<file path="src/rtl/arb_burst_mux.sv">
// Four-client burst multiplexer in front of an external round-robin arbiter.
// The granted client's beats go through one output register; the grant is released on a natural or forced burst end.
module arb_burst_mux #(
    parameter int DATA_W    = 32,
    parameter int MAX_BEATS = 16
) (
    input  logic                clock,
    input  logic                aresetn,
    input  logic [3:0]          s_valid,
    input  logic [4*DATA_W-1:0] s_data,
    input  logic [3:0]          s_last,
    output logic [3:0]          s_ready,
    output logic [3:0]          request,
    input  logic [3:0]          grant,
    output logic [3:0]          done,
    output logic                m_valid,
    output logic [DATA_W-1:0]   m_data,
    output logic                m_last,
    input  logic                m_ready,
    output logic                err
);

    typedef enum logic [1:0] {IDLE, XFER, RELEASE} state_t;

    localparam logic [8:0] LAST_CNT = 9'(MAX_BEATS - 1);

    state_t            state_q, state_d;
    logic [1:0]        owner_q, owner_d;
    logic [8:0]        cnt_q, cnt_d;
    logic [3:0]        gap_q, gap_d;
    logic              m_valid_q, m_valid_d;
    logic              m_last_q, m_last_d;
    logic              err_q, err_d;
    logic [DATA_W-1:0] m_data_q, m_data_d;

    logic [3:0]        owner_oh;
    logic [1:0]        grant_idx;
    logic              owner_granted;
    logic              out_free;
    logic [DATA_W-1:0] owner_data;

    assign owner_oh      = 4'b0001 << owner_q;
    assign owner_granted = |(grant & owner_oh);
    assign out_free      = m_ready || !m_valid_q;
    assign owner_data    = s_data[owner_q*DATA_W +: DATA_W];

    always_comb begin
        grant_idx = 2'd0;
        for (int i = 0; i < 4; i++) begin
            if (grant[i]) grant_idx = 2'(i);
        end
    end

    // The released client is kept off the arbiter for the release cycle and the one after it.
    always_comb begin
        request = '0;
        if (aresetn) begin
            request = s_valid & ~gap_q & ((state_q == RELEASE) ? ~owner_oh : 4'b1111);
        end
    end

    always_comb begin
        state_d   = state_q;
        owner_d   = owner_q;
        cnt_d     = cnt_q;
        gap_d     = 4'b0000;
        m_valid_d = m_valid_q;
        m_data_d  = m_data_q;
        m_last_d  = m_last_q;
        err_d     = err_q;
        s_ready   = 4'b0000;
        done      = 4'b0000;

        if (m_valid_q && m_ready) begin
            m_valid_d = 1'b0;
            m_last_d  = 1'b0;
        end

        case (state_q)
            IDLE: begin
                if (grant != 4'b0000) begin
                    if ($onehot(grant) && |(grant & request)) begin
                        state_d = XFER;
                        owner_d = grant_idx;
                        cnt_d   = 9'd0;
                    end else begin
                        err_d = 1'b1;
                    end
                end
            end
            XFER: begin
                // Losing the grant mid-burst abandons the burst; the registered beat still drains.
                if (!owner_granted) begin
                    err_d   = 1'b1;
                    state_d = IDLE;
                end else begin
                    s_ready = out_free ? owner_oh : 4'b0000;
                    if (out_free && s_valid[owner_q]) begin
                        m_valid_d = 1'b1;
                        m_data_d  = owner_data;
                        m_last_d  = s_last[owner_q] || (cnt_q == LAST_CNT);
                        cnt_d     = cnt_q + 9'd1;
                        if (m_last_d) state_d = RELEASE;
                    end
                end
            end
            RELEASE: begin
                done    = owner_oh;
                gap_d   = owner_oh;
                state_d = IDLE;
            end
            default: state_d = IDLE;
        endcase
    end

    always_ff @(posedge clock or negedge aresetn) begin
        if (!aresetn) begin
            state_q   <= IDLE;
            owner_q   <= 2'd0;
            cnt_q     <= 9'd0;
            gap_q     <= 4'b0000;
            m_valid_q <= 1'b0;
            m_data_q  <= '0;
            m_last_q  <= 1'b0;
            err_q     <= 1'b0;
        end else begin
            state_q   <= state_d;
            owner_q   <= owner_d;
            cnt_q     <= cnt_d;
            gap_q     <= gap_d;
            m_valid_q <= m_valid_d;
            m_data_q  <= m_data_d;
            m_last_q  <= m_last_d;
            err_q     <= err_d;
        end
    end

    assign m_valid = m_valid_q;
    assign m_data  = m_data_q;
    assign m_last  = m_last_q;
    assign err     = err_q;

endmodule

</file>
<file path="config.mk">
export PLATFORM = sky130hd
export DESIGN_NAME = arb_burst_mux
export DESIGN_NICKNAME = d
export VERILOG_FILES = /design/src/rtl/arb_burst_mux.sv
export SDC_FILE = /design/constraint.sdc
export NUM_CORES = 1
export LEC_CHECK = 0
export ABC_AREA = 0
export CAP_MARGIN = 20
export CORE_UTILIZATION = 30
export DETAILED_ROUTE_END_ITERATION = 16
export GPL_ROUTABILITY_DRIVEN = 0
export PLACE_DENSITY = 0.73
export RECOVER_POWER = 50
export SYNTH_ARGS = -nofsm -noshare
export SYNTH_HDL_FRONTEND = slang
export SYNTH_SLANG_ARGS = --single-unit
</file>
<file path="constraint.sdc">
create_clock -name clock -period 2.5 [get_ports clock]
set_input_delay 0.25 -clock clock [delete_from_list [all_inputs] [get_ports clock]]
set_output_delay 0.25 -clock clock [all_outputs]
set_load 0.005 [all_outputs]
</file>
==> results.md <==
- Port Buf Inserts: 189
- Synth top area share: 40.7%
- Layout cell share with drive strength beyond 1: 20.0%
- Site row count: 37
- Yosys cell types: 47
- Min cycle time layout: 2.46 ns
- Clk pwr share: 11.8%
- Die area: 11100 um2
- Worst Tran Pin Value: 0.966 ns
- Logic pwr share: 54.6%
- CTS Buffer Depth: 2
- CP Launch Point: grant[3]
- Syn avg cell area: 13.9 um2
- Fillers: 895
- Die extent in y: 105 um
- DRC: 0
- Final slew viol count: 0
- Place WS: -0.938 ns
- Skew final: 0.00678 ns
- DR pass1 iterations: 4
- Max Freq: 406 MHz
- Tcrit/Tclk final: 98.4%
- GRT Util Overall: 18.3%
- Core Footprint: 10300 um2
- Post-route worst setup slack: 0.0398 ns
- Dpl cells: 554
- Initial drt markers: 79
- Clock latency on the worst-skew pair: 0.30 ns
- Psw: 1.41 mW
- Max-cap viol count: 0
- Syn_nets: 378
- First-pass GRT wire length: 15900 um
- Total gr overflow: 0
- Area Overhead vs Synth: 71.8%
- Ant diodes: 0
- Final setup fails: 0
- Post-synth EDFFs: 0
- Total power: 4.27 mW
- HP Class: input port to async pin
- Status: completed
- Yosys reg bits: 52
- Vias/cell: 5.00
- Sw Share: 32.9%
- Critical Path Source Type: input port
- Max_slew headroom: 35.6%
- Sequential Area: 1300 um2
- Post-Route WL: 9690 um
- Synthesized area: 3200 um2
- Sequential-to-total area share from yosys stat: 40.7%
- Largest net degree at the start of global routing: 39
- Area of the multi-input gates: 1860 um2
- VDD IR max: 0.332 mV
- Final Non-Filler Cells: 567
- Synthesized instance count: 230
- Sum Neg Setup Slack: 0 ns
- DP HPWL: 7800 um
- Leak: 2.26 nW
- Predominant post-synthesis flop cell: dfrtp_1
- Ys async rst share: 100%
- Synth area leader: dfrtp_1
- Starting Density: 31.0%
- Worst Reg2Reg Path Length in Cells: 5
- CP Data Arrival Time: 2.66 ns
- Crit end category: flip-flop
- Vias after detailed routing: 2837
- Htree depth: 2
- Pint: 2.87 mW
- Cts bufs inserted: 5
- Slowest cell on crit path: fa_1
- Reg-to-Reg Start: state_q[0]
- Number of global-route vias before repair: 3172
- Worst-path cell chain: buf_4 -> inv_12 -> fa_1 -> inv_1 -> ha_2 -> ha_4 -> or3b_4 -> nor4b_2 -> a211o_2 -> nand3_2 -> mux2_4
- Hold Slack: 0.407 ns
- Clk slew on worst S/H paths: 0.10 ns
- Critical-path maximum fanout: 4
- Yosys warns: 0
- Final nets: 578
- CP required: 2.70 ns
- RSZ-0062 raised after global routing: yes
- Antenna viol nets, final: 0
- Synth area leaders: dfrtp_1 (41%), mux4_2 (25%), mux2_1 (12%), a21o_1 (1.6%), ha_1 (1.6%)
- Fin. Hold Viols: 0
- Crit Path Class: input port to flip-flop
- Io pins: 190
- Flop pwr share: 33.5%
- PwrDens: 777 nW/um2
- Post-DR wirelength/cell: 17.1 um
- CTS root buf: clkbuf_8
- CTS tree: yes
- Max stage delay on crit path: 0.50 ns
- Chip Width: 105 um
- Clk sinks: 52
- Initial antenna violation count: 0
-- through the flow --
stage | util [%] | cell area [um2]
final | 53.3 | 5500
after global routing | 53.3 | 5500
after CTS | 53.1 | 5490
after detailed placement | 51.8 | 5350
after global placement | 51.8 | 5350
after floorplan | - | 3240
-- cell usage in the layout (no fill, tap or decap), types with 3 or more instances in the layout --
cell type        netlist  layout
o31ai_1                3       3
nand2_1               11      11
dlygate4sd3_1          0      19
mux2_1                33      32
o211ai_1               3       3
clkbuf_8               0       6
buf_4                  1      15
inv_2                  1       3
mux4_2                35      35
a21o_1                 7       7
clkdlybuf4s50_1        0     167
nand3b_1               3       3
dfrtp_1               52      50
nand3_1                7       6
inv_1                  7       4
nor2_1                 7       7
-- logic make-up after synthesis --
| kind of cell | synth area share [%] |
|---|---|
| AOI/OAI and AO/OA | 7.19 |
| adders and majority gates | 2.19 |
| buffers and inverters | 3.17 |
| DFF | 40.7 |
| muxes | 36.6 |
| and+or+nand+nor | 10.2 |
-- cell usage after synthesis, types with 2 or more instances --
library cell / number
nor2_1: 7
nor4bb_1: 2
nor3_1: 2
o41ai_1: 2
a211o_1: 2
ha_1: 4
nand2b_1: 2
o31ai_1: 3
dfrtp_1: 52
buf_2: 9
nor4b_1: 2
and3_1: 2
a21o_1: 7
mux4_2: 35
nand3_1: 7
nand4b_1: 2
nand2_1: 11
o211ai_1: 3
inv_1: 7
nor3b_1: 2
mux2_1: 33
o21ai_0: 2
nor4_1: 3
clkbuf_1: 4
nand3b_1: 3
-- area by class of cell --
class / count / share of cell area, %
Multi-Input combinational cell: 156 / 33.8
Sequential cell: 52 / 23.7
Timing Repair Buffer: 207 / 37.0
Tap cell: 136 / 3.09
Clock buffer: 6 / 1.50
Clock inverter: 2 / 0.182
Inverter: 8 / 0.774
-- power by group through the flow --
stage          combinational, mW  clock (mW)  sequential [mW]
2_1_floorplan               1.33           0             1.38
3_3_place_gp                2.36           0             1.43
4_1_cts                     2.42       0.519             1.44
3_5_place_dp                2.40           0             1.45
6_report                    2.34       0.505             1.43
5_1_grt                     2.53       0.552             1.49
-- timing repair --
action,in CTS,in global routing
pin swaps,6,5
gates resized for setup,14,6
hold buffers,1,0
endpoints found under the hold margin,14,0
buffers inserted,2,1
gates cloned,1,0
endpoints found under the setup margin,13,15
-- worst max-delay path, delay by kind of cell --
family	cells	cell delay, ns
muxes	1	0.30
and+or+nand+nor	3	0.75
AOI/OAI and AO/OA	1	0.22
adders and majority gates	3	0.92
buffers and inverters	3	0.21
-- worst paths after layout --
| path | to | slack [ns] |
|---|---|---|
| worst min register to register | err | 0.49 |
| worst min-delay path | gap_q[1] | 0.41 |
| worst max register to register | owner_q[0] | 0.37 |
| max in group asynchronous | owner_q[0] | 0.75 |
| worst max-delay path | owner_q[0] | 0.04 |
| min in group clock | owner_q[1] | 0.41 |
-- registers in the layout, indices dropped and copies added (netlist names) --
name	flops
cnt_q	9
m_last	1
err	1
m_data	32
m_valid	1
owner_q	2
gap_q	4
state_q	2
-- routing by layer --
metal	track usage, %	part of all wire [%]
met5	0	0
met1	21.0	38
met2	33.9	55
met4	4.43	1.3
met3	4.27	6.0
Note: power is estimated with default switching activity, not from simulation.
==> variant, RTL diff (same flow settings) <==
Set the parameter `DATA_W` to 28 (it was 32).
--- a/src/rtl/arb_burst_mux.sv
+++ b/src/rtl/arb_burst_mux.sv
@@ -2,5 +2,5 @@
 // The granted client's beats go through one output register; the grant is released on a natural or forced burst end.
 module arb_burst_mux #(
-    parameter int DATA_W    = 32,
+    parameter int DATA_W    = 28,
     parameter int MAX_BEATS = 16
 ) (
Ports: changed (resized m_data and s_data); port bits go from 190 to 170. No check against the original RTL was run, so the function may have changed too.
==> variant against the original RTL <==
Count of clock-buffer cells in the layout is 1 lower. Sequential share of layout area decreased by 0.26 points. Power is 10% lower. Clock power rose by 10%. Setup slack better by 27 ps. Non-clock buffer count shrank 18. Final cell count is 4.2% higher. Sequential cell count shrank 4. Critical path type unchanged. Routed wire length shrank 5.2%. Design area down 6.7%. Area after synthesis is 3.8% lower.
==> variant: results <==
metrics = {
    "outcome": {
        "status": "complete, no violations",
    },
    "layout": {
        "num-fill-cells": 896,
        "nNetsFinal": 589,
        "num-multi-input-gates": 208,
        "buf_share_pct": 35.8,
        "num-nonclk-buffers": 189,
    },
    "detailed_routing": {
        "wl_met1_mm": 3.67,
        "wl_met2_mm": 4.95,
        "first_iter_violations": 68,
        "routed-via-count": 2902,
    },
    "synthesis": {
        "syn-num-nets": 409,
        "ys_types": 54,
        "ys_top_cells_by_count": "nand2_1 (97), dfrtp_1 (48), mux4_2 (30)",
        "synth_area_leaders": "dfrtp_1 (39%), mux4_2 (22%), nand2_1 (12%)",
    },
    "global_route": {
        "grt_first_pass_wirelength_mm": 14.2,
        "gr-usage-all-layers_pct": 17.3,
        "grtUsageMet3_pct": 2.76,
        "grt_max_degree": 36,
        "gr-usage-met1_pct": 20.7,
        "global_route.usage.met2_pct": 32.3,
    },
    "pwr": {
        "power_frac_seq_pct": 31.7,
        "p_switching_mw": 1.28,
        "p_int_mw": 2.55,
        "vdd_drop_max_mv": 0.307,
    },
    "sta": {
        "fin_worst_skew_ps": 12.5,
        "tightest_slew_ps": 851,
    },
    "placed_design": {
        "dp_hpwl_mm": 7.56,
        "portBuffers": 169,
        "post_dp_cell_area_sq_um": 5010,
    },
    "critical_path": {
        "startpoint": "grant[0]",
        "cp_data_arrival_time_ps": 2620,
    },
}
==> variant: cell types whose count changed after synthesis, moves of 4 or more <==
cell	change
o21ai_0	+4
mux4_2	-5
buf_6	+4
nand2_1	+86
a21o_1	-5
mux2_1	-32
nand3_1	-5
dfrtp_1	-4
==> variant: how the worst min path moves through the flow <==
stage / startpoint / depth (start not counted) / to / slack (ps)
floorplan: aresetn / 0 / cnt_q[0]$_DFFE_PN0P_ / -50
global placement: aresetn / 1 / err$_DFFE_PN0P_ / 190
detailed placement: aresetn / 1 / err$_DFFE_PN0P_ / 200
CTS: grant[3] / 4 / owner_q[0]$_DFFE_PN0P_ / 290
global route: grant[3] / 4 / owner_q[0]$_DFFE_PN0P_ / 330
finish: grant[3] / 4 / owner_q[0]$_DFFE_PN0P_ / 330
==> variant: through the flow <==
stage / worst slack (ps) / instances
global placement: -783 / 582
finish: 67.3 / 591
floorplan: -134 / 277
global route: 2.09 / 591
CTS: 1.35 / 591
detailed placement: -843 / 582
==> variant: kinds of logic (layout without fill, tap and decap cells) <==
group / Yosys count / after routing / synth area share (%)
AND/OR/NAND/NOR: 141 / 141 / 22.3
flip-flops: 48 / 48 / 39.0
multiplexers: 34 / 34 / 24.5
AO/OA/AOI/OAI: 28 / 28 / 7.93
buffers and inverters: 21 / 202 / 3.98
adder cells (fa/ha/maj): 5 / 5 / 2.28
==> variant: critical path: stages <==
cell	delay, ps
buf_2	100
inv_2	40
fa_1	500
inv_1	40
ha_2	190
ha_4	210
or3b_4	380
nor4b_2	220
a32o_2	270
o32ai_4	110
a211o_1	300
==> variant: what timing repair did <==
action,CTS,global route
endpoints found under the hold margin,13,0
endpoints found under the setup margin,13,8
pin swaps,5,8
resized for setup,15,3
hold buffers,1,0
